### src/rtl/tl_rx_fc_pkg.sv
// Shared type codes, error causes and scaled-FC field-width helpers for the
// TL RX flow-control credit checker.
package tl_rx_fc_pkg;

    localparam int unsigned NUM_TYP = 3;

    typedef enum logic [1:0] {
        TYP_P    = 2'b00,
        TYP_NP   = 2'b01,
        TYP_CPL  = 2'b10,
        TYP_RSVD = 2'b11
    } fc_typ_e;

    typedef enum logic [1:0] {
        CAUSE_NONE   = 2'b00,
        CAUSE_HDR    = 2'b01,
        CAUSE_DATA   = 2'b10,
        CAUSE_UNINIT = 2'b11
    } fc_cause_e;

    function automatic int unsigned hdr_field_w(input logic [1:0] scale);
        case (scale)
            2'b10:   return 10;
            2'b11:   return 12;
            default: return 8;
        endcase
    endfunction

    function automatic int unsigned data_field_w(input logic [1:0] scale);
        case (scale)
            2'b10:   return 14;
            2'b11:   return 16;
            default: return 12;
        endcase
    endfunction

    function automatic logic [31:0] field_mask(input int unsigned w);
        return (32'd1 << w) - 32'd1;
    endfunction

endpackage

### src/rtl/tl_rx_fc_credit_slot.sv
// One VC/type credit slot: header and data ALLOC/RCVD counter pairs with
// modular overflow detection for the next TLP.
module tl_rx_fc_credit_slot
    import tl_rx_fc_pkg::*;
#(
    parameter int unsigned HDR_W  = 12,
    parameter int unsigned DATA_W = 16,
    parameter int unsigned CONS_W = 9
) (
    input  logic              clk,
    input  logic              rst_n,
    input  logic              init_en,
    input  logic [HDR_W-1:0]  init_hdr,
    input  logic [DATA_W-1:0] init_data,
    input  logic [1:0]        init_hdr_scale,
    input  logic [1:0]        init_data_scale,
    input  logic              rel_en,
    input  logic [HDR_W-1:0]  rel_hdr,
    input  logic [DATA_W-1:0] rel_data,
    input  logic              cons_en,
    input  logic [CONS_W-1:0] cons_data,
    output logic              init_flag,
    output logic              hdr_ovf,
    output logic              data_ovf
);

    logic [HDR_W-1:0]  hdr_alloc_q, hdr_alloc_d, hdr_rcvd_q, hdr_rcvd_d;
    logic [DATA_W-1:0] data_alloc_q, data_alloc_d, data_rcvd_q, data_rcvd_d;
    logic [1:0]        hdr_scale_q, hdr_scale_d, data_scale_q, data_scale_d;
    logic              hdr_inf_q, hdr_inf_d, data_inf_q, data_inf_d;
    logic              init_q, init_d;

    logic [HDR_W-1:0]  hdr_mask, hdr_msb, hdr_new_rcvd, hdr_diff, init_hdr_mask;
    logic [DATA_W-1:0] data_mask, data_msb, data_new_rcvd, data_diff, init_data_mask;

    // Overflow test: (ALLOC - (RCVD + consumed)) mod 2^W lands in the upper half.
    always_comb begin
        hdr_mask       = HDR_W'(field_mask(hdr_field_w(hdr_scale_q)));
        data_mask      = DATA_W'(field_mask(data_field_w(data_scale_q)));
        init_hdr_mask  = HDR_W'(field_mask(hdr_field_w(init_hdr_scale)));
        init_data_mask = DATA_W'(field_mask(data_field_w(init_data_scale)));
        hdr_msb        = hdr_mask ^ (hdr_mask >> 1);
        data_msb       = data_mask ^ (data_mask >> 1);

        hdr_new_rcvd   = (hdr_rcvd_q + HDR_W'(1)) & hdr_mask;
        hdr_diff       = (hdr_alloc_q - hdr_new_rcvd) & hdr_mask;
        data_new_rcvd  = (data_rcvd_q + DATA_W'(cons_data)) & data_mask;
        data_diff      = (data_alloc_q - data_new_rcvd) & data_mask;

        hdr_ovf        = !hdr_inf_q && ((hdr_diff & hdr_msb) != '0);
        data_ovf       = !data_inf_q && ((data_diff & data_msb) != '0);
        init_flag      = init_q;
    end

    always_comb begin
        hdr_alloc_d  = hdr_alloc_q;
        hdr_rcvd_d   = hdr_rcvd_q;
        data_alloc_d = data_alloc_q;
        data_rcvd_d  = data_rcvd_q;
        hdr_scale_d  = hdr_scale_q;
        data_scale_d = data_scale_q;
        hdr_inf_d    = hdr_inf_q;
        data_inf_d   = data_inf_q;
        init_d       = init_q;

        if (init_en) begin
            hdr_alloc_d  = init_hdr & init_hdr_mask;
            data_alloc_d = init_data & init_data_mask;
            hdr_rcvd_d   = '0;
            data_rcvd_d  = '0;
            hdr_scale_d  = init_hdr_scale;
            data_scale_d = init_data_scale;
            hdr_inf_d    = (init_hdr == '0);
            data_inf_d   = (init_data == '0);
            init_d       = 1'b1;
        end else begin
            if (rel_en && init_q) begin
                if (!hdr_inf_q)  hdr_alloc_d  = (hdr_alloc_q + rel_hdr) & hdr_mask;
                if (!data_inf_q) data_alloc_d = (data_alloc_q + rel_data) & data_mask;
            end
            if (cons_en && init_q) begin
                if (!hdr_inf_q)  hdr_rcvd_d  = hdr_new_rcvd;
                if (!data_inf_q) data_rcvd_d = data_new_rcvd;
            end
        end
    end

    always_ff @(posedge clk or negedge rst_n) begin
        if (!rst_n) begin
            hdr_alloc_q  <= '0;
            hdr_rcvd_q   <= '0;
            data_alloc_q <= '0;
            data_rcvd_q  <= '0;
            hdr_scale_q  <= '0;
            data_scale_q <= '0;
            hdr_inf_q    <= 1'b0;
            data_inf_q   <= 1'b0;
            init_q       <= 1'b0;
        end else begin
            hdr_alloc_q  <= hdr_alloc_d;
            hdr_rcvd_q   <= hdr_rcvd_d;
            data_alloc_q <= data_alloc_d;
            data_rcvd_q  <= data_rcvd_d;
            hdr_scale_q  <= hdr_scale_d;
            data_scale_q <= data_scale_d;
            hdr_inf_q    <= hdr_inf_d;
            data_inf_q   <= data_inf_d;
            init_q       <= init_d;
        end
    end

endmodule

### config.mk
export PLATFORM = sky130hd
export DESIGN_NAME = tl_rx_fc_credit_slot
export DESIGN_NICKNAME = d
export VERILOG_FILES = /design/src/rtl/tl_rx_fc_pkg.sv /design/src/rtl/tl_rx_fc_credit_slot.sv
export SDC_FILE = /design/constraint.sdc
export NUM_CORES = 1
export LEC_CHECK = 0
export CORE_UTILIZATION = 50
export DETAILED_ROUTE_END_ITERATION = 8
export PLACE_DENSITY = 0.73
export SLEW_MARGIN = 20
export SYNTH_ARGS = -nofsm -noshare
export SYNTH_HDL_FRONTEND = slang
export SYNTH_SLANG_ARGS = --single-unit
### constraint.sdc
create_clock -name clk -period 5.8 [get_ports clk]
set_input_delay 1.16 -clock clk [delete_from_list [all_inputs] [get_ports clk]]
set_output_delay 1.16 -clock clk [all_outputs]
set_load 0.05 [all_outputs]
==> results.tsv, run 1 <==
stage	metric	value	unit
status	status	complete, but fails checks	
status	violations	negative setup slack	
die	dieArea	12300	um2
clock_tree	cts_hold_buf	0	
job	drv_cap	0	
logic_synthesis	yosys_most_used_dff	dfrtp_1	
power_and_ir_drop	switching_power	872	uW
timing	min_period	5860	ps
power_and_ir_drop	p_total	2.31	mW
setup_path	cp_cell_sequence	clkdlybuf4s50_1, ha_2, nor3_2, nor2_2, a311oi_4, buf_4, xnor2_1, nand2_1, ha_1, a21oi_1, o211ai_1, a41oi_1, o21ai_0, xnor2_1, o21ai_1, o2bb2ai_2, buf_6	
power_and_ir_drop	p_per_area	302	nW/um2
setup_path	rr_worst_depth	10	
timing	rsz0062_at_grt	true	
timing	worstMarginPinSlew	1020	ps
setup_path	rr_endpoint	data_rcvd_q[8]$_DFFE_PN0P_	
drt	vias_per_cell	6.00	
layout	antenna_cells	0	
timing	fin_skew	4.41	ps
logic_synthesis	synth_top_area_share	26.6	%
global_route	grt_pass1_vias	5632	
die	start_util	51.6	%
logic_synthesis	synth_seq_cells	63	
logic_synthesis	synth_nets	874	
logic_synthesis	synth_warnings	0	
timing	setup_ws	-57.2	ps
power_and_ir_drop	seqPwrFrac	24.5	%
logic_synthesis	synth_cells	728	
power_and_ir_drop	netSwitchingFraction	37.7	%
clock_tree	cts.sinks	63	
logic_synthesis	synth.most_common_cell	nand2_1	
layout	area_growth	29.2	%
clock_tree	cts.clk_slew.worst_paths	60	ps
clock_tree	clk_latency	340	ps
setup_path	cp.required	4640	ps
logic_synthesis	async_flop_share	100	%
setup_path	cpMostUsedCell	xnor2_1	
global_route	grt_usage	27.8	%
clock_tree	cts_root_buf	clkbuf_16	
drt	drtPass1Iterations	7	
power_and_ir_drop	p_leak	3.30	nW
logic_synthesis	synth_area	5920	um2
logic_synthesis	syn_avg_cell_area	8.13	um2
layout	drive_gt1_share	14.5	%
place	place_ws	-548	ps
timing	setup_tns	-57.2	ps
setup_path	r2r-start	data_scale_q[1]$_DFFE_PN0P_	
drt	drt_iter0_drc	411	
logic_synthesis	yosysUniqueCellTypes	70	
layout	postLayoutCellArea	7650	um2
setup_path	cp_slowest_cell	clkdlybuf4s50_1	
setup_path	path_buf_inv	3	
drt	wl_per_cell	17.0	um
timing	max_freq	0.171	GHz
die	die_width	111	um
logic_synthesis	ys_top_cells_by_area	dfrtp_1 27%, ha_1 14%, nand2_1 5.1%	
global_route	grt_overflow	0	
die	die_h	111	um
place	gp_congestion	0.882	
setup_path	cp.depth	17	
setup_path	cp-start-kind	input pin	
clock_tree	cts_made_buffers	9	
worst_hold_path	worstHoldStart	data_rcvd_q[2]$_DFFE_PN0P_	
timing	finalHoldViolations	0	
timing	setup_viol	1	
logic_synthesis	post_synth_most_frequent_cells	80 x nand2_1, 73 x nor2_1, 68 x ha_1	
setup_path	slowest_delay	470	ps
setup_path	r2r_slack	2880	ps
power_and_ir_drop	peakVddDrop	184	uV
setup_path	end_kind	output pin	
global_route	grt_max_degree	65	
setup_path	worstPathMaxFanout	5	
timing	max-slew-margin-rel	32.1	%
die	io-pin-count	77	
timing	fin_hold_ws	498	ps
setup_path	crit_type	input pin to output pin	
layout	fillers	935	
clock_tree	tritoncts	yes	
setup_path	arrival	4700	ps
place	post-dp-hpwl	12600	um
layout	seq_area	1580	um2
layout	nets	989	
drt	route.detailed.drc	0	
logic_synthesis	synth_top_cell_by_area	dfrtp_1	
worst_hold_path	hold_class	flop to flop	
timing	fin_crit_sh	101	%
global_route	grt_pass1_wl	27400	um
worst_hold_path	holdPathStages	2	
clock_tree	htreeDepth	3	
logic_synthesis	synth_edf_count	0	
die	rows	39	
place	place_area	7050	um2
setup_path	critPathTopFamily	compound AO/OA/AOI/OAI gates	
global_route	antenna_found_initial	0	
timing	slew_violations	0	
power_and_ir_drop	intPower	1.44	mW
worst_hold_path	min_delay_worst_endpoint	data_rcvd_q[2]$_DFFE_PN0P_	
place	io_buffer_count	76	
layout	multi_input_area	4310	um2
logic_synthesis	ys_seq_area_share	26.6	%
clock_tree	clock_path_buffers	2	
power_and_ir_drop	power_frac_comb	47.7	%
drt	vias	5944	
die	core	11500	um2
drt	ant_nets	0	
power_and_ir_drop	clkPwrFrac	27.8	%
drt	routed_wl	16900	um
-- per-layer routing --
| layer | vias to the layer above | GRT usage, % | share of wire, % |
|---|---|---|---|
| li1 | 2889 | - | - |
| met1 | 2792 | 39.4 | 48 |
| met2 | 234 | 43.6 | 44 |
| met3 | 29 | 3.99 | 6.1 |
| met4 | 0 | 8.98 | 1.8 |
| met5 | - | 0 | 0 |
-- cell families (layout without fill, tap and decap cells) --
family | count (synthesis) | after routing | share of synthesized area [%]
xor gates and xnor gates | 48 | 48 | 7.10
muxes | 7 | 7 | 1.25
buffers and inverters | 55 | 175 | 3.55
adders and majority gates | 72 | 72 | 15.7
AOI/OAI and AO/OA | 201 | 201 | 22.9
DFF | 63 | 63 | 26.6
and+or+nand+nor | 280 | 280 | 22.7
other | 2 | 2 | 0.127
-- worst reg2reg max path: stages, from the launching register on --
cell     delay (ps)
dfrtp_1         470
nand2_1         300
inv_1           150
ha_1            240
inv_1           190
ha_1            560
xnor2_1         190
buf_4           150
inv_1            60
and4_1          180
a221o_1         300
-- state kept, by name, summed over array words and instances, names as in the netlist, 2 cells and up --
register      cells
hdr_scale_q       2
hdr_alloc_q      12
data_alloc_q     16
data_rcvd_q      16
data_scale_q      2
hdr_rcvd_q       12
-- power groups by stage --
stage	Clock, mW	Sequential (mW)	Combinational [mW]
after floorplan	0	0.534	0.731
after global placement	0	0.566	0.991
after detailed placement	0	0.568	1.02
after CTS	0.641	0.564	1.07
after global routing	0.667	0.573	1.22
final	0.642	0.567	1.10
-- layout by cell type (no fill, tap or decap), types with 12 or more instances in the layout --
cell type / count
xor2_1: 16
nor3_1: 16
buf_4: 49
nor2_1: 72
clkdlybuf4s50_1: 68
dfrtp_1: 63
nand2_1: 80
ha_1: 59
xnor2_1: 32
nand3_1: 24
o21ai_0: 38
or3_1: 12
inv_1: 31
a21o_1: 14
a21oi_1: 53
-- final cells by class --
class / count / area share (%)
Clock buffer: 9 / 2.94
Clock inverter: 7 / 1.57
Inverter: 34 / 1.67
Multi-Input combinational cell: 610 / 56.3
Sequential cell: 63 / 20.6
Tap cell: 143 / 2.34
Timing Repair Buffer: 125 / 14.6
-- worst max-delay path by stage --
stage            startpoint        to  slack, ps
2_1_floorplan  cons_data[0]  data_ovf         70
3_3_place_gp   cons_data[0]  data_ovf       -450
3_5_place_dp   cons_data[0]  data_ovf       -550
4_1_cts        cons_data[0]  data_ovf        -30
5_1_grt        cons_data[0]  data_ovf       -360
6_report       cons_data[5]  data_ovf        -60
-- timing repair --
action | in CTS | in global routing
pin swaps | 24 | 20
setup endpoints to repair | 1 | 1
setup buffers | 9 | 2
gates resized for setup | 36 | 17
-- stage by stage --
step / util, % / std cells
floorplan: - / 728
global placement: 61.5 / 964
detailed placement: 61.5 / 964
CTS: 66.1 / 989
global route: 66.7 / 991
finish: 66.7 / 991
Power figures use the tool's default switching activity.
==> run 2: changes to the inputs <==
--- a/config.mk
+++ b/config.mk
@@ -5,10 +5,10 @@
 export SDC_FILE = /design/constraint.sdc
 export NUM_CORES = 1
 export LEC_CHECK = 0
-export CORE_UTILIZATION = 50
+export CORE_UTILIZATION = 30
 export DETAILED_ROUTE_END_ITERATION = 8
-export PLACE_DENSITY = 0.73
-export SLEW_MARGIN = 20
+export SKIP_CTS_REPAIR_TIMING = 1
+export SLEW_MARGIN = 0
 export SYNTH_ARGS = -nofsm -noshare
 export SYNTH_HDL_FRONTEND = slang
 export SYNTH_SLANG_ARGS = --single-unit
==> run 2 against run 1 <==
Against the previous run:
- non-clock buffer count up 3
- worst hold slack worse by 8.0 ps
- the flow still finishes with violations (negative setup slack)
- fmax about the same
- combinational power about the same
- highest routed layer unchanged
- flip-flop and latch count unchanged
- sequential power down 2%
==> results.tsv, run 2 (same netlist as run 1, synthesis figures left out) <==
stage	metric	value	unit
layout	area_growth	31.7	%
place	place_ws	-571	ps
clock_tree	htreeDepth	3	
timing	fin_crit_sh	101	%
setup_path	startpoint	cons_data[0]	
timing	setup_ws	-52.6	ps
drt	wl_per_cell	15.3	um
die	core	19400	um2
place	post-dp-hpwl	13200	um
die	dieArea	20300	um2
global_route	grt_pass1_vias	5410	
status	violations	negative setup slack	
clock_tree	cts_made_buffers	9	
setup_path	arrival	4690	ps
setup_path	worstPathMaxFanout	3	
layout	final_common_cell	nand2_1	
setup_path	end_kind	output pin	
timing	setup_tns	-52.6	ps
global_route	grt_pass1_wl	27400	um
die	rows	51	
drt	ant_nets	0	
job	drv_cap	0	
power_and_ir_drop	netSwitchingFraction	37.8	%
global_route	grt_max_degree	64	
power_and_ir_drop	seqPwrFrac	24.9	%
setup_path	crit_type	input pin to output pin	
drt	maxUsedRoutingLayer	met4	
clock_tree	cts.sinks	63	
drt	drtPass1Iterations	5	
timing	max-slew-margin-rel	33.7	%
power_and_ir_drop	power_frac_comb	48.5	%
die	die_h	142	um
power_and_ir_drop	intPower	1.38	mW
drt	drt_iter0_drc	253	
setup_path	cp.required	4640	ps
global_route	grt_usage	17.6	%
drt	routed_wl	17100	um
layout	final_cell_mix	80 x nand2_1, 72 x nor2_1, 68 x clkdlybuf4s50_1	
layout	top_regs	data_alloc_q (16), data_rcvd_q (16)	
timing	max_freq	0.171	GHz
timing	min_period	5850	ps
timing	worstMarginPinSlew	995	ps
die	start_util	30.5	%
drt	wl_met1	7900	um
layout	nets	992	
power_and_ir_drop	switching_power	840	uW
clock_tree	clock_path_buffers	2	
power_and_ir_drop	peakVddDrop	156	uV
clock_tree	cts.clk_slew.worst_paths	50	ps
setup_path	cp-start-kind	input pin	
status	status	complete, but fails checks	
power_and_ir_drop	p_total	2.22	mW
setup_path	r2r-start	data_rcvd_q[0]$_DFFE_PN0P_	
place	place_area	7250	um2
die	io-pin-count	77	
layout	postLayoutCellArea	7800	um2
place	io_buffer_count	76	
timing	finalHoldViolations	0	
power_and_ir_drop	clkPwrFrac	26.6	%
clock_tree	clk_latency	340	ps
timing	fin_skew	6.55	ps
worst_hold_path	worstHoldStart	data_rcvd_q[7]$_DFFE_PN0P_	
power_and_ir_drop	p_per_area	285	nW/um2
drt	route.met3.wl	671	um
place	gp_congestion	0.885	
global_route	antenna_found_initial	0	
drt	route.detailed.drc	0	
layout	fillers	1999	
timing	slew_violations	0	
worst_hold_path	hold_class	flop to flop	
timing	setup_viol	1	
die	die_width	142	um
power_and_ir_drop	p_leak	3.34	nW
clock_tree	cts_root_buf	clkbuf_16	
drt	vias_per_cell	5.06	
timing	rsz0062_at_grt	true	
drt	route.met2.wl	8080	um
layout	antenna_cells	0	
global_route	grt_overflow	0	
layout	drive_gt1_share	13.8	%
drt	vias	5639	
clock_tree	tritoncts	yes	
run 2: area by class of cell:
cell class / instances / area [um2] / area share, %
Multi-Input combinational cell: 610 / 4300 / 55.1
Sequential cell: 63 / 1580 / 20.2
Timing Repair Buffer: 128 / 1150 / 14.8
Tap cell: 265 / 332 / 4.25
Clock buffer: 9 / 225 / 2.89
Inverter: 34 / 128 / 1.64
Clock inverter: 6 / 86.3 / 1.11
run 2: power groups by stage:
| stage | registers, mW | clock network [mW] | logic [mW] |
|---|---|---|---|
| 6_report | 0.553 | 0.590 | 1.08 |
| 5_1_grt | 0.561 | 0.616 | 1.21 |
| 4_1_cts | 0.551 | 0.600 | 1.03 |
| 3_5_place_dp | 0.558 | 0 | 1.02 |
| 3_3_place_gp | 0.556 | 0 | 1.01 |
| 2_1_floorplan | 0.534 | 0 | 0.731 |
run 2: per-layer routing:
| layer | GRT usage (%) | up-vias |
|---|---|---|
| li1 | - | 2900 |
| met1 | 22.1 | 2612 |
| met2 | 29.6 | 99 |
| met3 | 3.16 | 28 |
| met4 | 7.19 | 0 |
| met5 | 0 | - |
run 2: per-stage QoR:
| step | utilization, % | cells | hold slack [ps] |
|---|---|---|---|
| final | 40.2 | 1115 | 490 |
| after global routing | 40.2 | 1115 | 503 |
| after CTS | 39.0 | 1107 | 478 |
| after detailed placement | 37.4 | 1092 | 465 |
| after global placement | 37.4 | 1092 | 458 |
| after floorplan | - | 728 | 443 |
run 2: final timing paths:
path / end / slack, ps / cells after the start
setup / recovery: data_ovf / -50 / 23
hold / removal: data_rcvd_q[7]$_DFFE_PN0P_ / 490 / 2
setup reg to reg: data_rcvd_q[14]$_DFFE_PN0P_ / 3030 / 15
hold reg to reg: data_rcvd_q[7]$_DFFE_PN0P_ / 490 / 2
max in group asynchronous: data_rcvd_q[14]$_DFFE_PN0P_ / 4190 / 2
min in group asynchronous: data_rcvd_q[11]$_DFFE_PN0P_ / 980 / 2
run 2: critical path: stages:
cell and delay (ps):
buf_6 100, ha_4 150, inv_2 50, fa_2 220, nor2b_4 50, o21ai_2 170
a21boi_2 80, o21ai_2 170, a21boi_2 90, buf_4 150, buf_4 120, buf_4 120
o2111a_1 280, nor3_2 160, o21ai_1 100, ha_2 350, nand4_1 120, o221ai_2 240
xnor2_1 160, o311ai_1 100, a311oi_1 300, o2bb2ai_2 110, buf_6 160
